## config.mk

```make
export PLATFORM = sky130hd
export DESIGN_NAME = instr_fetch_flat
export DESIGN_NICKNAME = d
export VERILOG_FILES = /design/src/rtl/cpu_pkg.sv /design/src/rtl/instr_fetch_if.sv /design/src/rtl/fetch_branch_latch.sv /design/src/rtl/instr_fetch.sv /design/src/flat_wrapper.sv
export SDC_FILE = /design/constraint.sdc
export NUM_CORES = 1
export LEC_CHECK = 0
export CAP_MARGIN = 15
export CORE_ASPECT_RATIO = 0.8
export CORE_MARGIN = 3
export CORE_UTILIZATION = 44
export CTS_CLUSTER_SIZE = 20
export DETAILED_ROUTE_END_ITERATION = 12
export GPL_TIMING_DRIVEN = 0
export PLACE_DENSITY = 0.77
export SLEW_MARGIN = 10
export SYNTH_ARGS = -nofsm -noshare
export SYNTH_HDL_FRONTEND = slang
export SYNTH_SLANG_ARGS = --single-unit
```

## constraint.sdc

```tcl
create_clock -name clk -period 1.8 [get_ports clk]
set_input_delay 0.18 -clock clk [delete_from_list [all_inputs] [get_ports clk]]
set_output_delay 0.18 -clock clk [all_outputs]
set_load 0.01 [all_outputs]
```

## src/rtl/cpu_pkg.sv

```systemverilog
// Shared CPU definitions: fetch FSM encoding and instruction-format constants.
package cpu_pkg;

  typedef enum logic [2:0] {
    FETCH_OP,
    INC_OP,
    FETCH_ARG,
    INC_ARG,
    HOLD,
    BRANCH
  } fetch_state_t;

  localparam int         OPC_TWO_BYTE_BIT = 7;
  localparam logic [7:0] RESET_PC         = 8'h00;

  function automatic logic is_two_byte(input logic [7:0] opcode);
    return opcode[OPC_TWO_BYTE_BIT];
  endfunction

endpackage

```

## src/rtl/instr_fetch_if.sv

```systemverilog
// Fetch unit bus: PR control, program-memory read handshake, instruction handshake, redirect.
interface instr_fetch_if #(parameter int MEM_AW = 8);
  logic [MEM_AW-1:0] pc_in;
  logic              increment_pr;
  logic              ar_on_pr;
  logic [MEM_AW-1:0] data_2_pr;
  logic              mem_rd_req;
  logic [MEM_AW-1:0] mem_addr;
  logic              mem_rd_ack;
  logic [7:0]        mem_rd_data;
  logic              ir_valid;
  logic              ir_ready;
  logic [7:0]        ir_opcode;
  logic [7:0]        ir_operand;
  logic [MEM_AW-1:0] ir_pc;
  logic              branch_req;
  logic [MEM_AW-1:0] branch_target;

  modport master (
    input  pc_in, mem_rd_ack, mem_rd_data, ir_ready, branch_req, branch_target,
    output increment_pr, ar_on_pr, data_2_pr, mem_rd_req, mem_addr,
           ir_valid, ir_opcode, ir_operand, ir_pc
  );

  modport slave (
    output pc_in, mem_rd_ack, mem_rd_data, ir_ready, branch_req, branch_target,
    input  increment_pr, ar_on_pr, data_2_pr, mem_rd_req, mem_addr,
           ir_valid, ir_opcode, ir_operand, ir_pc
  );
endinterface

```

## src/rtl/fetch_branch_latch.sv

```systemverilog
// Pending-branch holder: a request sets it (newest target wins), taking the branch clears it.
module fetch_branch_latch #(parameter int AW = 8) (
  input  logic          clk,
  input  logic          rst,
  input  logic          branch_req,
  input  logic [AW-1:0] branch_target,
  input  logic          take,
  output logic          pend_any,
  output logic [AW-1:0] pend_target
);
  logic          pend;
  logic [AW-1:0] pend_tgt;

  always_ff @(posedge clk) begin
    if (rst) begin
      pend     <= 1'b0;
      pend_tgt <= '0;
    end else if (take) begin
      pend     <= 1'b0;
    end else if (branch_req) begin
      pend     <= 1'b1;
      pend_tgt <= branch_target;
    end
  end

  // A request arriving in the resolving cycle is forwarded so it is neither lost nor left pending.
  assign pend_any    = pend | branch_req;
  assign pend_target = branch_req ? branch_target : pend_tgt;
endmodule

```

## src/rtl/instr_fetch.sv

```systemverilog
// Instruction fetch unit: reads 1- or 2-byte instructions via PR/memory and hands them to decode.
module instr_fetch import cpu_pkg::*; #(parameter int MEM_AW = 8) (
  input logic           clk,
  input logic           rst,
  instr_fetch_if.master bus
);
  // state        | meaning
  // FETCH_OP/ARG | read opcode/operand byte at pc_in;  INC_OP/ARG | pulse increment_pr
  // HOLD         | present instruction to decode;     BRANCH     | load PR with pending target
  fetch_state_t      state, state_nxt;
  logic              take, ack, pend_any;
  logic [MEM_AW-1:0] pend_target;

  logic              mem_rd_req_q, increment_pr_q, ar_on_pr_q, ir_valid_q;
  logic [MEM_AW-1:0] data_2_pr_q, ir_pc_q;
  logic [7:0]        ir_opcode_q, ir_operand_q;

  assign ack = mem_rd_req_q & bus.mem_rd_ack;

  fetch_branch_latch #(.AW(MEM_AW)) u_branch (
    .clk           (clk),
    .rst           (rst),
    .branch_req    (bus.branch_req),
    .branch_target (bus.branch_target),
    .take          (take),
    .pend_any      (pend_any),
    .pend_target   (pend_target)
  );

  always_comb begin
    state_nxt = state;
    take      = 1'b0;
    unique case (state)
      FETCH_OP, FETCH_ARG: begin
        if (ack) begin
          if (pend_any) begin
            state_nxt = BRANCH;
            take      = 1'b1;
          end else begin
            state_nxt = (state == FETCH_OP) ? INC_OP : INC_ARG;
          end
        end
      end
      INC_OP: begin
        if (pend_any) begin
          state_nxt = BRANCH;
          take      = 1'b1;
        end else begin
          state_nxt = is_two_byte(ir_opcode_q) ? FETCH_ARG : HOLD;
        end
      end
      INC_ARG, HOLD: begin
        if (pend_any) begin
          state_nxt = BRANCH;
          take      = 1'b1;
        end else if (state == INC_ARG) begin
          state_nxt = HOLD;
        end else if (bus.ir_ready) begin
          state_nxt = FETCH_OP;
        end
      end
      BRANCH:  state_nxt = FETCH_OP;
      default: state_nxt = FETCH_OP;
    endcase
  end

  // Outputs are registered from the next state so each one is valid for the whole state cycle.
  always_ff @(posedge clk) begin
    if (rst) begin
      state          <= FETCH_OP;
      mem_rd_req_q   <= 1'b0;
      increment_pr_q <= 1'b0;
      ar_on_pr_q     <= 1'b0;
      data_2_pr_q    <= '0;
      ir_valid_q     <= 1'b0;
      ir_opcode_q    <= '0;
      ir_operand_q   <= '0;
      ir_pc_q        <= MEM_AW'(RESET_PC);
    end else begin
      state          <= state_nxt;
      mem_rd_req_q   <= (state_nxt == FETCH_OP) || (state_nxt == FETCH_ARG);
      increment_pr_q <= (state_nxt == INC_OP) || (state_nxt == INC_ARG);
      ar_on_pr_q     <= (state_nxt == BRANCH);
      data_2_pr_q    <= (state_nxt == BRANCH) ? pend_target : '0;
      ir_valid_q     <= (state_nxt == HOLD);
      if (state == FETCH_OP && state_nxt == INC_OP) begin
        ir_opcode_q  <= bus.mem_rd_data;
        ir_pc_q      <= bus.pc_in;
        ir_operand_q <= '0;
      end
      if (state == FETCH_ARG && state_nxt == INC_ARG)
        ir_operand_q <= bus.mem_rd_data;
    end
  end

  assign bus.mem_rd_req   = mem_rd_req_q;
  assign bus.mem_addr     = mem_rd_req_q ? bus.pc_in : '0;
  assign bus.increment_pr = increment_pr_q;
  assign bus.ar_on_pr     = ar_on_pr_q;
  assign bus.data_2_pr    = data_2_pr_q;
  assign bus.ir_valid     = ir_valid_q;
  assign bus.ir_opcode    = ir_opcode_q;
  assign bus.ir_operand   = ir_operand_q;
  assign bus.ir_pc        = ir_pc_q;
endmodule

```

## src/flat_wrapper.sv

```systemverilog
// flat-port wrapper written by rule: the top's interface ports become plain ports
module instr_fetch_flat import cpu_pkg::*;
#(parameter int MEM_AW = 8)
  (clk, rst, bus_pc_in, bus_mem_rd_ack, bus_mem_rd_data, bus_ir_ready, bus_branch_req, bus_branch_target, bus_increment_pr, bus_ar_on_pr, bus_data_2_pr, bus_mem_rd_req, bus_mem_addr, bus_ir_valid, bus_ir_opcode, bus_ir_operand, bus_ir_pc);
  instr_fetch_if #(.MEM_AW(MEM_AW)) bus_i ();
  input logic clk;
  input logic rst;
  input wire logic [$bits(bus_i.pc_in)-1:0] bus_pc_in;
  input wire logic [$bits(bus_i.mem_rd_ack)-1:0] bus_mem_rd_ack;
  input wire logic [$bits(bus_i.mem_rd_data)-1:0] bus_mem_rd_data;
  input wire logic [$bits(bus_i.ir_ready)-1:0] bus_ir_ready;
  input wire logic [$bits(bus_i.branch_req)-1:0] bus_branch_req;
  input wire logic [$bits(bus_i.branch_target)-1:0] bus_branch_target;
  output wire logic [$bits(bus_i.increment_pr)-1:0] bus_increment_pr;
  output wire logic [$bits(bus_i.ar_on_pr)-1:0] bus_ar_on_pr;
  output wire logic [$bits(bus_i.data_2_pr)-1:0] bus_data_2_pr;
  output wire logic [$bits(bus_i.mem_rd_req)-1:0] bus_mem_rd_req;
  output wire logic [$bits(bus_i.mem_addr)-1:0] bus_mem_addr;
  output wire logic [$bits(bus_i.ir_valid)-1:0] bus_ir_valid;
  output wire logic [$bits(bus_i.ir_opcode)-1:0] bus_ir_opcode;
  output wire logic [$bits(bus_i.ir_operand)-1:0] bus_ir_operand;
  output wire logic [$bits(bus_i.ir_pc)-1:0] bus_ir_pc;
  assign bus_i.pc_in = bus_pc_in;
  assign bus_i.mem_rd_ack = bus_mem_rd_ack;
  assign bus_i.mem_rd_data = bus_mem_rd_data;
  assign bus_i.ir_ready = bus_ir_ready;
  assign bus_i.branch_req = bus_branch_req;
  assign bus_i.branch_target = bus_branch_target;
  assign bus_increment_pr = bus_i.increment_pr;
  assign bus_ar_on_pr = bus_i.ar_on_pr;
  assign bus_data_2_pr = bus_i.data_2_pr;
  assign bus_mem_rd_req = bus_i.mem_rd_req;
  assign bus_mem_addr = bus_i.mem_addr;
  assign bus_ir_valid = bus_i.ir_valid;
  assign bus_ir_opcode = bus_i.ir_opcode;
  assign bus_ir_operand = bus_i.ir_operand;
  assign bus_ir_pc = bus_i.ir_pc;
  instr_fetch #(.MEM_AW(MEM_AW)) u_core (.clk(clk), .rst(rst), .bus(bus_i));
endmodule
```

==> flow_summary_export.csv <==
group,metric,value,unit
setup_path,timing.rr.start,"u_core.u_branch.pend$_SDFFE_PP0P_",
min_path,hp-start,"rst",
layout,multi_input_area,957,sq um
route,first_iter_violations,53,
die,rows,21,
yosys,synth_nets,223,
yosys,synth_edf_count,0,
yosys,synth_area,1990,sq um
yosys,synth-compound-area-share,6.29,%
setup_path,reg2reg_depth,6,
sta,worst_slew_pin_slew,0.614,ns
clock_network,cts_buffer_depth,2,
clock_network,cts_tree,"done",
flow_run,drv_cap,0,
route,drt-vias-per-instance,4.85,
die,ios,73,
sta,grt_setup_unrepaired,"yes",
yosys,ys_ff_latch,48,
sta,setup_slack,0.0890,ns
clock_network,cts.reportedPaths.clkPinSlew,0.09,ns
sta,fmax,0.584,GHz
yosys,ys_top_cells_by_count,"dfxtp_1, mux2i_1, nor2_1",
yosys,synthTopCellsByArea,"dfxtp_1, mux2i_1, nor2_1",
clock_network,insertion_delay,0.30,ns
sta,setup_viol_count_final,0,
grt,grt_pass1_vias,1536,
layout,stdcell_count,331,
min_path,min_path_type,"input pin to flip-flop",
clock_network,ctsHoldBuffers,0,
grt,grt_usage,18.3,%
setup_path,cp.arrival,1.89,ns
setup_path,path_class,"input pin to flip-flop",
layout,drive_above_1_share,9.85,%
yosys,synthCells,194,
yosys,synth_top_area_share,48.3,%
route,drcViolationCount,0,
layout,seqCellArea,961,sq um
yosys,synth_cell_type_count,31,
clock_network,cts_root_buffer,"clkbuf_8",
layout,layout.nets,302,
min_path,min_to,"u_core.bus.ir_valid$_SDFF_PP0_",
sta,max_slew_margin,58.9,%
yosys,synth_fa_ha_area_share,0,%
setup_path,endpoint_kind,"flip-flop",
power_and_ir_drop,leakage,0.00123,uW
yosys,ys_seq_area_share,48.3,%
die,initial_core_util,46.7,%
die,dieArea,5370,sq um
min_path,hold_depth,2,
layout,syn_to_final_growth,47.8,%
placement,routabilityCongestion,0.882,
clock_network,cts_htree_levels,2,
setup_path,critPathRequiredTime,1.98,ns
yosys,synth_top_cell_by_area,"dfxtp_1",
die,core_area,4260,sq um
grt,grt_pass1_wl,7490,um
sta,fin_crit,1.71,ns
yosys,synth_flop_cell,"dfxtp_1",
grt,grt_antenna_before_repair,0,
sta,hold_viol,0,
yosys,synth.most_common_cell,"dfxtp_1",
setup_path,crit_fanout,10,
power_and_ir_drop,p_sw,946,uW
route,first_pass_iters,4,
sta,slew_violations,0,
yosys,async_flop_share,0,%
yosys,synthMuxAreaShare,20.6,%
power_and_ir_drop,switching_share,30.3,%
sta,clock_skew,0.00355,ns
die,die_y,66.1,um
yosys,synth_xor_area_share,0,%
yosys,yosys.area_share.simple,19.9,%
route,wl,4450,um
setup_path,rrSetupSlack,0.09,ns
die,die_x,81.2,um
placement,portBuffers,71,
layout,diodes,0,
grt,grt_max_degree,16,
power_and_ir_drop,combPwrFrac,36.7,%
power_and_ir_drop,powerDensity,1060,nW/um^2
power_and_ir_drop,power.share.clock,24.4,%
sta,fin_tns_setup,0,ns
yosys,synth_top_family_by_area,"multiplexers",
power_and_ir_drop,p_int,2180,uW
yosys,avgSynthCellArea,10.2,sq um
sta,finalCritPeriodShare,95.1,%
placement,dp_hpwl,3300,um
route,postRouteAntennaNets,0,
yosys,yosys_warnings,0,
route,vias,1607,
status,status,"complete, no violations",
clock_network,cts_buffers,5,
clock_network,cts_sinks,48,
power_and_ir_drop,ir_worst_vdd,0.000865,V
setup_path,cp-start-kind,"input pin",
placement,dp_slack,-0.317,ns
power_and_ir_drop,p_seq_share,38.9,%
route,avgRoutedWirePerCell,13.4,um
grt,grt.overflow.total,0,
setup_path,r2r_end,"u_core.bus.ir_opcode[1]$_SDFFE_PP0P_",
placement,dp.cells,322,
layout,nFillCells,348,
worst max-delay path by stage:
stage | from | endpoint | slack (ns) | cells past startpoint
5_1_grt | u_core.state[1]$_SDFF_PP0_ | u_core.bus.data_2_pr[0]$_SDFF_PP0_ | -0.02 | 6
4_1_cts | u_core.state[0]$_SDFF_PP0_ | u_core.bus.ir_opcode[1]$_SDFFE_PP0P_ | 0.02 | 7
3_5_place_dp | bus_branch_req | u_core.bus.ir_operand[0]$_SDFFE_PP0P_ | -0.32 | 6
6_report | bus_branch_req | u_core.bus.ir_opcode[1]$_SDFFE_PP0P_ | 0.09 | 7
3_3_place_gp | bus_branch_req | u_core.bus.ir_operand[7]$_SDFFE_PP0P_ | -0.28 | 6
2_1_floorplan | u_core.bus.mem_rd_req$_SDFF_PP0_ | u_core.bus.ir_operand[0]$_SDFFE_PP0P_ | 0.17 | 5
cells in the final DEF (no fill, tap or decap), types with 4 or more instances in the layout:
master | synthesis | layout
nand3b_1 | 9 | 9
clkbuf_1 | 6 | 6
nor2_1 | 28 | 27
clkbuf_8 | 0 | 5
clkdlybuf4s50_1 | 0 | 71
dfxtp_1 | 48 | 48
nor3_1 | 10 | 10
mux2i_1 | 41 | 41
buf_6 | 3 | 4
nand2b_1 | 8 | 8
and2_1 | 9 | 9
power groups by stage:
stage	Sequential, uW	Clock (uW)	Combinational [uW]
2_1_floorplan	1260	0	635
3_3_place_gp	1240	0	1040
3_5_place_dp	1240	0	1050
4_1_cts	1220	788	1110
5_1_grt	1230	835	1250
6_report	1220	762	1150
critical path: stages:
cell	delay (ns)
clkdlybuf4s50_1	0.45
or2_1	0.24
or4b_4	0.48
buf_6	0.16
buf_6	0.16
mux2i_1	0.16
nor2_1	0.05
metal layers:
metal / wire length, um / part of all wire (%) / vias to the layer above / global-route usage (%)
met5: 0 / 0 / - / 0
met4: 38 / 0.85 / 0 / 5.70
met3: 293 / 6.6 / 5 / 5.31
met2: 2040 / 46 / 47 / 28.1
met1: 2080 / 47 / 733 / 24.6
li1: - / - / 822 / -
through the flow:
stage / power [uW] / utilization, % / hold WS, ns / instance area, sq um
after global placement: 2270 / 65.1 / 0.462 / 2770
final: 3130 / 69.0 / 0.293 / 2940
after detailed placement: 2290 / 65.1 / 0.468 / 2770
after global routing: 3320 / 69.0 / 0.332 / 2940
after CTS: 3110 / 68.2 / 0.276 / 2900
after floorplan: 1900 / - / 0.324 / 1990
layout make-up:
class / instances / share of cell area [%]
Timing Repair Buffer: 72 / 24.9
Clock inverter: 3 / 1.45
Inverter: 3 / 0.383
Tap cell: 57 / 2.43
Multi-Input combinational cell: 129 / 32.6
Clock buffer: 5 / 2.34
Sequential cell: 48 / 32.7
Buffer: 14 / 3.24
timing repair:
item | 4_1_cts | 5_1_grt
buffers inserted | 1 | 0
endpoints found under the hold margin | 0 | 0
gates resized for setup | 0 | 11
gates cloned | 0 | 0
pin swaps | 1 | 0
endpoints found under the setup margin | 8 | 39
sequential cells by signal, summed over array words and instances (netlist names):
name                      count
u_core.u_branch.pend_tgt      8
u_core.u_branch.pend          1
u_core.bus.increment_pr       1
u_core.state                  3
u_core.bus.ar_on_pr           1
u_core.bus.ir_pc              8
u_core.bus.ir_operand         8
u_core.bus.ir_opcode          8
u_core.bus.mem_rd_req         1
u_core.bus.ir_valid           1
u_core.bus.data_2_pr          8
kinds of logic after synthesis:
| group | Yosys count |
|---|---|
| and+or+nand+nor | 74 |
| AOI/OAI and AO/OA | 14 |
| buffers and inverters | 17 |
| DFF | 48 |
| muxes | 41 |
(Power assumes the default switching activity.)
